==> src/rtl/adsr_env_pkg.sv <==
// Shared definitions for the ADSR envelope generator.
// Holds the stage codes and the stage-code width. The RTL and the
// testbench both import this package so they agree on the encoding.
package adsr_env_pkg;

    localparam int STAGE_W = 3;

    typedef enum logic [STAGE_W-1:0] {
        ADSR_IDLE    = 3'd0,
        ADSR_ATTACK  = 3'd1,
        ADSR_DECAY   = 3'd2,
        ADSR_SUSTAIN = 3'd3,
        ADSR_RELEASE = 3'd4
    } stage_e;

endpackage

==> src/rtl/adsr_env_gate_sync.sv <==
// Gate synchronizer and edge detector for the ADSR envelope.
//   clk, rst : envelope tick and asynchronous active-high reset
//   gate     : note-on level from the modulation domain (asynchronous)
//   rise     : one tick high when the synchronized gate goes 0 -> 1
//   fall     : one tick high when the synchronized gate goes 1 -> 0
// g1/g2 form the two-flop synchronizer and g3 is the edge register.
// A rise is only accepted once the gate has been seen low after reset.
// This way a gate held high through reset release does not start a note.
module adsr_env_gate_sync (
    input  logic clk,
    input  logic rst,
    input  logic gate,
    output logic rise,
    output logic fall
);

    logic       g1_r;
    logic       g2_r;
    logic       g3_r;
    logic [1:0] settle_r;
    logic       armed_r;

    // Synchronizer chain and edge register
    always_ff @(posedge clk or posedge rst) begin
        if (rst) begin
            g1_r <= 1'b0;
            g2_r <= 1'b0;
            g3_r <= 1'b0;
        end else begin
            g1_r <= gate;
            g2_r <= g1_r;
            g3_r <= g2_r;
        end
    end

    // settle_r[1] marks that g2 carries a real post-reset sample of gate;
    // armed_r latches once that sample has been low.
    always_ff @(posedge clk or posedge rst) begin
        if (rst) begin
            settle_r <= 2'b00;
            armed_r  <= 1'b0;
        end else begin
            settle_r <= {settle_r[0], 1'b1};
            armed_r  <= armed_r | (settle_r[1] & ~g2_r);
        end
    end

    assign rise = armed_r & g2_r & ~g3_r;
    assign fall = ~g2_r & g3_r;

endmodule

==> src/rtl/adsr_env.sv <==
// ADSR envelope generator, clocked by the slow envelope tick.
//   clk, rst     : envelope tick and asynchronous active-high reset
//   gate         : note-on level, asynchronous to clk
//   attack       : per-tick increment is attack+1
//   decay        : per-tick decrement is decay+1
//   sustain      : sustain level, sampled live every tick
//   release_rate : per-tick decrement is release_rate+1 (the bare word
//                  "release" is reserved in SystemVerilog)
//   env          : registered envelope value
//   stage        : registered stage code (see adsr_env_pkg)
//   active       : registered, high whenever stage is not IDLE
// Gate edges take priority over rate progression. On a tick where an edge
// changes the stage, env holds its value, so retrigger is legato.
module adsr_env
    import adsr_env_pkg::*;
#(
    parameter int WIDTH  = 8,
    parameter int RATE_W = 4
) (
    input  logic               clk,
    input  logic               rst,
    input  logic               gate,
    input  logic [RATE_W-1:0]  attack,
    input  logic [RATE_W-1:0]  decay,
    input  logic [WIDTH-1:0]   sustain,
    input  logic [RATE_W-1:0]  release_rate,
    output logic [WIDTH-1:0]   env,
    output logic [STAGE_W-1:0] stage,
    output logic               active
);

    localparam logic [WIDTH-1:0] ONE_W  = {{(WIDTH-1){1'b0}}, 1'b1};
    localparam logic [WIDTH:0]   FULL_X = {1'b0, {WIDTH{1'b1}}};
    localparam logic [WIDTH-1:0] ZERO_W = {WIDTH{1'b0}};

    logic             rise_s;
    logic             fall_s;
    stage_e           stage_r;
    stage_e           stage_n_s;
    logic [WIDTH-1:0] env_r;
    logic [WIDTH-1:0] env_n_s;
    logic             active_r;

    logic [WIDTH-1:0] inc_s;
    logic [WIDTH-1:0] dec_s;
    logic [WIDTH-1:0] rel_s;
    logic [WIDTH:0]   att_sum_s;
    logic [WIDTH:0]   dec_floor_s;
    logic [WIDTH-1:0] dec_diff_s;
    logic [WIDTH-1:0] rel_diff_s;

    adsr_env_gate_sync u_gate_sync (
        .clk  (clk),
        .rst  (rst),
        .gate (gate),
        .rise (rise_s),
        .fall (fall_s)
    );

    // Rate steps are at most 2^RATE_W, so they fit in WIDTH bits.
    assign inc_s = {{(WIDTH-RATE_W){1'b0}}, attack}       + ONE_W;
    assign dec_s = {{(WIDTH-RATE_W){1'b0}}, decay}        + ONE_W;
    assign rel_s = {{(WIDTH-RATE_W){1'b0}}, release_rate} + ONE_W;

    // The attack sum and the decay floor are widened by one bit so they
    // never wrap. The subtractions are only used when env exceeds the step.
    assign att_sum_s   = {1'b0, env_r} + {1'b0, inc_s};
    assign dec_floor_s = {1'b0, sustain} + {1'b0, dec_s};
    assign dec_diff_s  = env_r - dec_s;
    assign rel_diff_s  = env_r - rel_s;

    // Next-stage and next-envelope selection
    always_comb begin
        stage_n_s = stage_r;
        env_n_s   = env_r;
        if (rise_s) begin
            stage_n_s = ADSR_ATTACK;
        end else if (fall_s && (stage_r == ADSR_ATTACK ||
                                stage_r == ADSR_DECAY  ||
                                stage_r == ADSR_SUSTAIN)) begin
            stage_n_s = ADSR_RELEASE;
        end else begin
            case (stage_r)
                ADSR_IDLE: begin
                    env_n_s = ZERO_W;
                end
                ADSR_ATTACK: begin
                    if (att_sum_s >= FULL_X) begin
                        env_n_s   = {WIDTH{1'b1}};
                        stage_n_s = ADSR_DECAY;
                    end else begin
                        env_n_s = att_sum_s[WIDTH-1:0];
                    end
                end
                ADSR_DECAY: begin
                    if ({1'b0, env_r} <= dec_floor_s) begin
                        env_n_s   = sustain;
                        stage_n_s = ADSR_SUSTAIN;
                    end else begin
                        env_n_s = dec_diff_s;
                    end
                end
                ADSR_SUSTAIN: begin
                    env_n_s = sustain;
                end
                ADSR_RELEASE: begin
                    if (env_r <= rel_s) begin
                        env_n_s   = ZERO_W;
                        stage_n_s = ADSR_IDLE;
                    end else begin
                        env_n_s = rel_diff_s;
                    end
                end
                default: begin
                    env_n_s   = ZERO_W;
                    stage_n_s = ADSR_IDLE;
                end
            endcase
        end
    end

    // State, envelope and active flag registers
    always_ff @(posedge clk or posedge rst) begin
        if (rst) begin
            stage_r  <= ADSR_IDLE;
            env_r    <= ZERO_W;
            active_r <= 1'b0;
        end else begin
            stage_r  <= stage_n_s;
            env_r    <= env_n_s;
            active_r <= (stage_n_s != ADSR_IDLE);
        end
    end

    assign env    = env_r;
    assign stage  = stage_r;
    assign active = active_r;

endmodule
==> config.mk <==
export PLATFORM = sky130hd
export DESIGN_NAME = adsr_env
export DESIGN_NICKNAME = d
export VERILOG_FILES = /design/src/rtl/adsr_env_pkg.sv /design/src/rtl/adsr_env_gate_sync.sv /design/src/rtl/adsr_env.sv
export SDC_FILE = /design/constraint.sdc
export NUM_CORES = 1
export LEC_CHECK = 0
export CORE_UTILIZATION = 50
export CTS_CLUSTER_SIZE = 30
export DETAILED_ROUTE_END_ITERATION = 8
export PLACE_DENSITY_LB_ADDON = 0.05
export SLEW_MARGIN = 20
export SYNTH_ARGS = -nofsm -noshare
export SYNTH_HDL_FRONTEND = slang
export SYNTH_SLANG_ARGS = --single-unit
export TNS_END_PERCENT = 100
==> constraint.sdc <==
create_clock -name clk -period 2.2 [get_ports clk]
set_input_delay 0.22 -clock clk [delete_from_list [all_inputs] [get_ports clk]]
set_output_delay 0.22 -clock clk [all_outputs]
set_load 0.01 [all_outputs]
After elaboration in Yosys (flattened, before gate mapping)
Cells that the tools add are included.
{ "word_totals": {"regBits": 18, "in_bits": 23} }
{ "op_classes": {"order_cmp": 3, "mux": 10, "n_eq_ne": 4, "n_reduce_logical": 7, "add_sub_neg": 7, "bitwise_logic": 9} }
{ "ops": {"columns": ["cell", "count"], "rows": [
  ["8-bit one-hot mux with 4 select lines", 1],
  ["8-bit two-way mux", 3],
  ["8-bit by 5-bit adder with 9-bit output", 2],
  ["8-bit by 5-bit subtractor with 8-bit output", 2],
  ["4-bit by 1-bit adder with 5-bit output, second input constant", 3],
  ["3-bit two-way mux", 5],
  ["3-bit one-hot mux with 4 select lines", 1],
  ["9-bit by 8-bit greater-or-equal comparator with 1-bit output, second input constant", 1],
  ["8-bit by 9-bit <= comparator with 1-bit output", 1],
  ["8-bit by 5-bit <= comparator with 1-bit output", 1],
  ["3-bit by 2-bit equality test with 1-bit output, second input constant", 2],
  ["1-bit bitwise AND", 4],
  ["1-bit inverter", 4],
  ["3-bit by 1-bit equality test with 1-bit output, second input constant", 1],
  ["3-bit equality test, second input constant", 1],
  ["3-bit zero test", 1],
  ["3-bit nonzero test", 1],
  ["1-bit logical OR", 2],
  ["2-bit AND reduction", 1],
  ["2-bit OR reduction", 1],
  ["1-bit logical AND", 1],
  ["1-bit bitwise OR", 1]
]} }

Depth between registers and ports, before layout
{ "logic_depth": {"depth_word": 8, "mapped_depth": 16, "ltp_nobuf": 16} }

Cells and area by module
A second synthesis with hierarchy kept.
{ "unflattened": {"hier_cells": 270, "hier_area_um2": 2243.4} }
{ "by_module_without_submodules": {"columns": ["mod", "seq_area_each_um2", "cells_each", "instances", "area_per_inst_um2"], "rows": [
  ["adsr_env", 300.3, 257, 1, 2060.7],
  ["adsr_env_gate_sync", 150.1, 13, 1, 182.7]
]} }

Worst setup path before layout
Ideal clock, no wire load.
{ "synth_path": {"path_kind": "in2reg", "startpoint": "input port decay[0]", "endpoint": "register env_r[6], in the netlist env[6]", "setup_slack_ns": -1.130, "setup_time_ns": 0.126, "arrival_ns": 3.204, "required_time_ns": 2.074, "stages": 15, "path_cell_list": "ha_1 -> fa_1 -> a21o_1 -> a21oi_2 -> nor2b_1 -> o21ai_0 -> xor2_1 -> ha_1 -> nand4_1 -> o21ai_1 -> o21ba_2 -> o31ai_1 -> o21a_1 -> a32o_1 -> a221o_1"} }
{ "synth_via": {"elab_chain_cells": 5, "word_cells_on_any_way": 6, "cone_classes": "add/sub (3); order compare (1); mux (2)"} }
{ "synth_lines": {"columns": ["item", "line", "source"], "rows": [
  ["start, declared", "adsr_env.sv:24", "input logic [RATE_W-1:0] decay,"],
  ["4-bit by 1-bit adder with 5-bit output *", "adsr_env.sv:62", "assign dec_s = {{(WIDTH-RATE_W){1'b0}}, decay} + ONE_W;"],
  ["8-bit by 5-bit adder with 9-bit output", "adsr_env.sv:68", "assign dec_floor_s = {1'b0, sustain} + {1'b0, dec_s};"],
  ["8-bit by 9-bit <= comparator with 1-bit output", "adsr_env.sv:96", "if ({1'b0, env_r} <= dec_floor_s) begin"],
  ["8-bit two-way mux *", "adsr_env.sv:96", null],
  ["8-bit one-hot mux with 4 select lines *", "adsr_env.sv:83", "case (stage_r)"],
  ["end signal, assigned", "adsr_env.sv:130", "env_r <= env_n_s;"],
  ["end, declared", "adsr_env.sv:40", "logic [WIDTH-1:0] env_r;"]
]} }
Every way passes the cells marked *; elsewhere a longest branch is shown, timed or not.
A chain may end at the register's enable or synchronous reset.

Final worst setup path
Ends and elaborated chain as after synthesis.

==> out/results.tsv <==
stage	metric	value	unit
yosys	synth_edf_count	0	
floorplan	dieHeight	69.7	um
route	first_pass_iters	4	
yosys	netlist-cell-type-count	63	
timing	whs	0.349	ns
layout	num_antenna_cells	0	
worst_setup_path	critical-path-max-stage-delay	0.34	ns
outcome	status	finished, violations left	
route	routed_wl	8000	um
yosys	yosysWarnings	0	
cts	clk_transition_reported_paths	0.08	ns
yosys	ys_seq_area_share	19.6	%
worst_setup_path	cp.arrival	3.26	ns
yosys	synth-seq-cells	18	
worst_setup_path	crit_required	2.34	ns
global_routing	grt_antenna_before_repair	0	
cts	cts_hold_buf	0	
global_routing	grt_pass1_wl	12100	um
worst_setup_path	startpoint_type	input port	
cts	clock-sinks	18	
worst_setup_path	cp_max_fo	5	
timing	setup-tns-final	-8.04	ns
global_routing	grt_pass1_vias	2616	
placement	post-place-ws	-1.63	ns
worst_setup_path	crit_buf_inv	5	
yosys	synth.most_common_cell	ha_1	
timing	hold_viol_final	0	
yosys	synthesis.nets	329	
timing	finalCritPeriodShare	142	%
floorplan	start_util	52.3	%
cts	cts_tree	yes	
power	total_power	1.78	mW
yosys	synth_area	0.00229	sq mm
layout	areaGrowthSynthToFinish	63.3	%
route	drc	0	
worst_hold_path	min_path_type	input port to flop	
placement	hpwl	5650	um
floorplan	die-area	0.00486	sq mm
layout	nets	452	
worst_setup_path	critPathMostFrequentCell	buf_4	
cts	ctsHtreeMaxLevel	1	
power	vdd_drop_max	0.461	mV
timing	maxSlewViolCount	0	
floorplan	rows	24	
worst_setup_path	critPathKind	input port to flop	
yosys	synth_top_flop_cell	dfrtp_1	
route	drt-initial-drc-count	137	
floorplan	dieWidth	69.7	um
power	p_leak	1.66	nW
timing	final-setup-viol-count	10	
yosys	yosys-top-cells-area	dfrtp_1, ha_1, xnor2_1	
placement	post-place-cells	431	
timing	rsz0062_at_grt	yes	
placement	port-buffer-count	34	
flow_run	drv_cap	0	
worst_setup_path	cpLargestDelayFamily	compound AO/OA/AOI/OAI gates	
layout	instances_no_fill	446	
timing	min_period	3.12	ns
worst_setup_path	worstSetupEndpointType	flop	
route	vias_per_cell	6.04	
power	p_per_area	476	mW/mm^2
timing	max-slew-margin-rel	48.6	%
cts	clock_path_buffers	2	
worst_setup_path	crit_chain	buf_8 -> ha_4 -> xor2_4 -> ha_4 -> a21oi_2 -> buf_4 -> buf_4 -> buf_4 -> xnor2_2 -> ha_1 -> o21a_1 -> o31ai_4 -> a21oi_2 -> o31ai_4 -> buf_4 -> nor3_4 -> a32o_1 -> a221o_1	
layout	drive_above_1_share	39.1	%
route	vias	2694	
timing	worst_pin_slew	0.770	ns
outcome	violations	negative setup slack	
timing	clock_skew	0.00936	ns
timing	setup_ws	-0.919	ns
global_routing	grt_usage	31.1	%
global_routing	overflow	0	
yosys	synth.top_cell.area_share	19.6	%
route	ant_nets	0	
cts	root_buffer	clkbuf_8	
global_routing	grt_max_degree	19	
cts	clkLatencyLatePin	0.26	ns
yosys	avgSynthCellArea	8.40	sq um
worst_setup_path	cp_slowest_cell	o31ai_4	
timing	timing.fmax	321	MHz
yosys	synthCells	273	
yosys	yosys.area.top_type	dfrtp_1	
floorplan	core_area	0.00438	sq mm
floorplan	num_io_pins	35	
route	wl_per_cell	17.9	um
yosys	yosys-top-cells-count	ha_1, inv_1, dfrtp_1, nand2_1, nor2_1	
cts	numCtsBuffers	3	
placement	gp_congestion	0.867	
yosys	ys_async_sr_fraction	100	%
==> worst register-to-register path, cell delays in order (launching register included) <==
cell	delay, ns
dfrtp_1	0.45
buf_4	0.17
ha_1	0.30
nor2b_1	0.16
o31ai_4	0.21
a21oi_2	0.11
o31ai_4	0.34
buf_4	0.18
nor3_4	0.04
a32o_1	0.21
a221o_1	0.27
==> per-stage QoR <==
| stage | area, sq um | utilization, % |
|---|---|---|
| floorplan | 2320 | - |
| global placement | 3280 | 74.9 |
| detailed placement | 3280 | 74.9 |
| CTS | 3560 | 81.3 |
| global route | 3750 | 85.4 |
| finish | 3750 | 85.4 |
==> repair_timing <==
action	in CTS	in global routing
setup endpoints to repair	12	12
pin swaps	39	32
gates resized for setup	58	37
endpoints found under the hold margin	0	0
setup buffers	9	4
==> cells by family after synthesis <==
kind of cell             synth area share [%]
adder cells (fa/ha/maj)                  19.3
AO/OA/AOI/OAI                            26.7
flip-flops                               19.6
XOR/XNOR                                 7.64
buffers and inverters                    5.24
multiplexers                            0.873
AND/OR/NAND/NOR                          20.5
other                                   0.164
==> flip-flops by register name, indices dropped and copies added, names as in the netlist <==
| name | flops |
|---|---|
| u_gate_sync.armed_r | 1 |
| stage | 3 |
| u_gate_sync.g2_r | 1 |
| u_gate_sync.settle_r | 2 |
| env | 8 |
| u_gate_sync.g1_r | 1 |
| u_gate_sync.g3_r | 1 |
| active | 1 |
==> metal layers <==
metal | vias to the layer above | track usage [%] | part of all wire (%)
li1 | 1254 | - | -
met1 | 1298 | 41.4 | 42
met2 | 114 | 53.7 | 50
met3 | 28 | 3.78 | 5.4
met4 | 0 | 7.78 | 3.3
met5 | - | 0 | 0
==> report_power, final <==
part	internal [mW]	switching, mW	leakage (nW)	total, mW
sequential	0.356	0.0290	0.228	0.385
clock	0.122	0.116	0.0216	0.238
combinational	0.605	0.555	1.41	1.16
total	1.08	0.701	1.66	1.78
==> cell type report <==
type / instances / area, sq um
Multi-Input combinational cell: 224 / 2070
Timing Repair Buffer: 123 / 1020
Fill cell: 232 / 638
Sequential cell: 18 / 450
Inverter: 26 / 97.6
Tap cell: 52 / 65.1
Clock buffer: 3 / 41.3
==> placed cells by master, fill, tap and decap left out, types with 4 or more instances in the layout <==
master | netlist | routed
o21ai_0 | 7 | 5
nand2b_1 | 6 | 6
nand2_1 | 18 | 16
xor2_1 | 6 | 5
dfrtp_1 | 18 | 18
o21a_1 | 6 | 5
nor2b_1 | 11 | 8
xnor2_1 | 14 | 12
nor2_1 | 15 | 13
o31a_1 | 4 | 4
clkdlybuf4s50_1 | 0 | 23
nor4_1 | 4 | 4
buf_6 | 0 | 5
ha_4 | 0 | 7
ha_1 | 29 | 22
o22ai_1 | 5 | 4
buf_4 | 0 | 84
nand3_1 | 7 | 6
a21oi_1 | 9 | 5
inv_1 | 25 | 23
dlygate4sd2_1 | 0 | 5
nand4_1 | 5 | 5
o21ai_1 | 8 | 9
a21oi_2 | 1 | 5
==> worst paths after layout <==
| path | startpoint | to | slack [ns] | depth (start not counted) |
|---|---|---|---|---|
| setup / recovery | decay[0] | env[6] | -0.92 | 18 |
| hold / removal | sustain[0] | env[0] | 0.35 | 4 |
| setup reg to reg | env[1] | env[6] | -0.37 | 10 |
| hold reg to reg | u_gate_sync.g1_r | u_gate_sync.g2_r | 0.36 | 0 |
| max in group asynchronous | rst | stage[1] | 1.29 | 2 |
| min in group asynchronous | rst | env[5] | 0.42 | 2 |
Power figures use the tool's default switching activity.
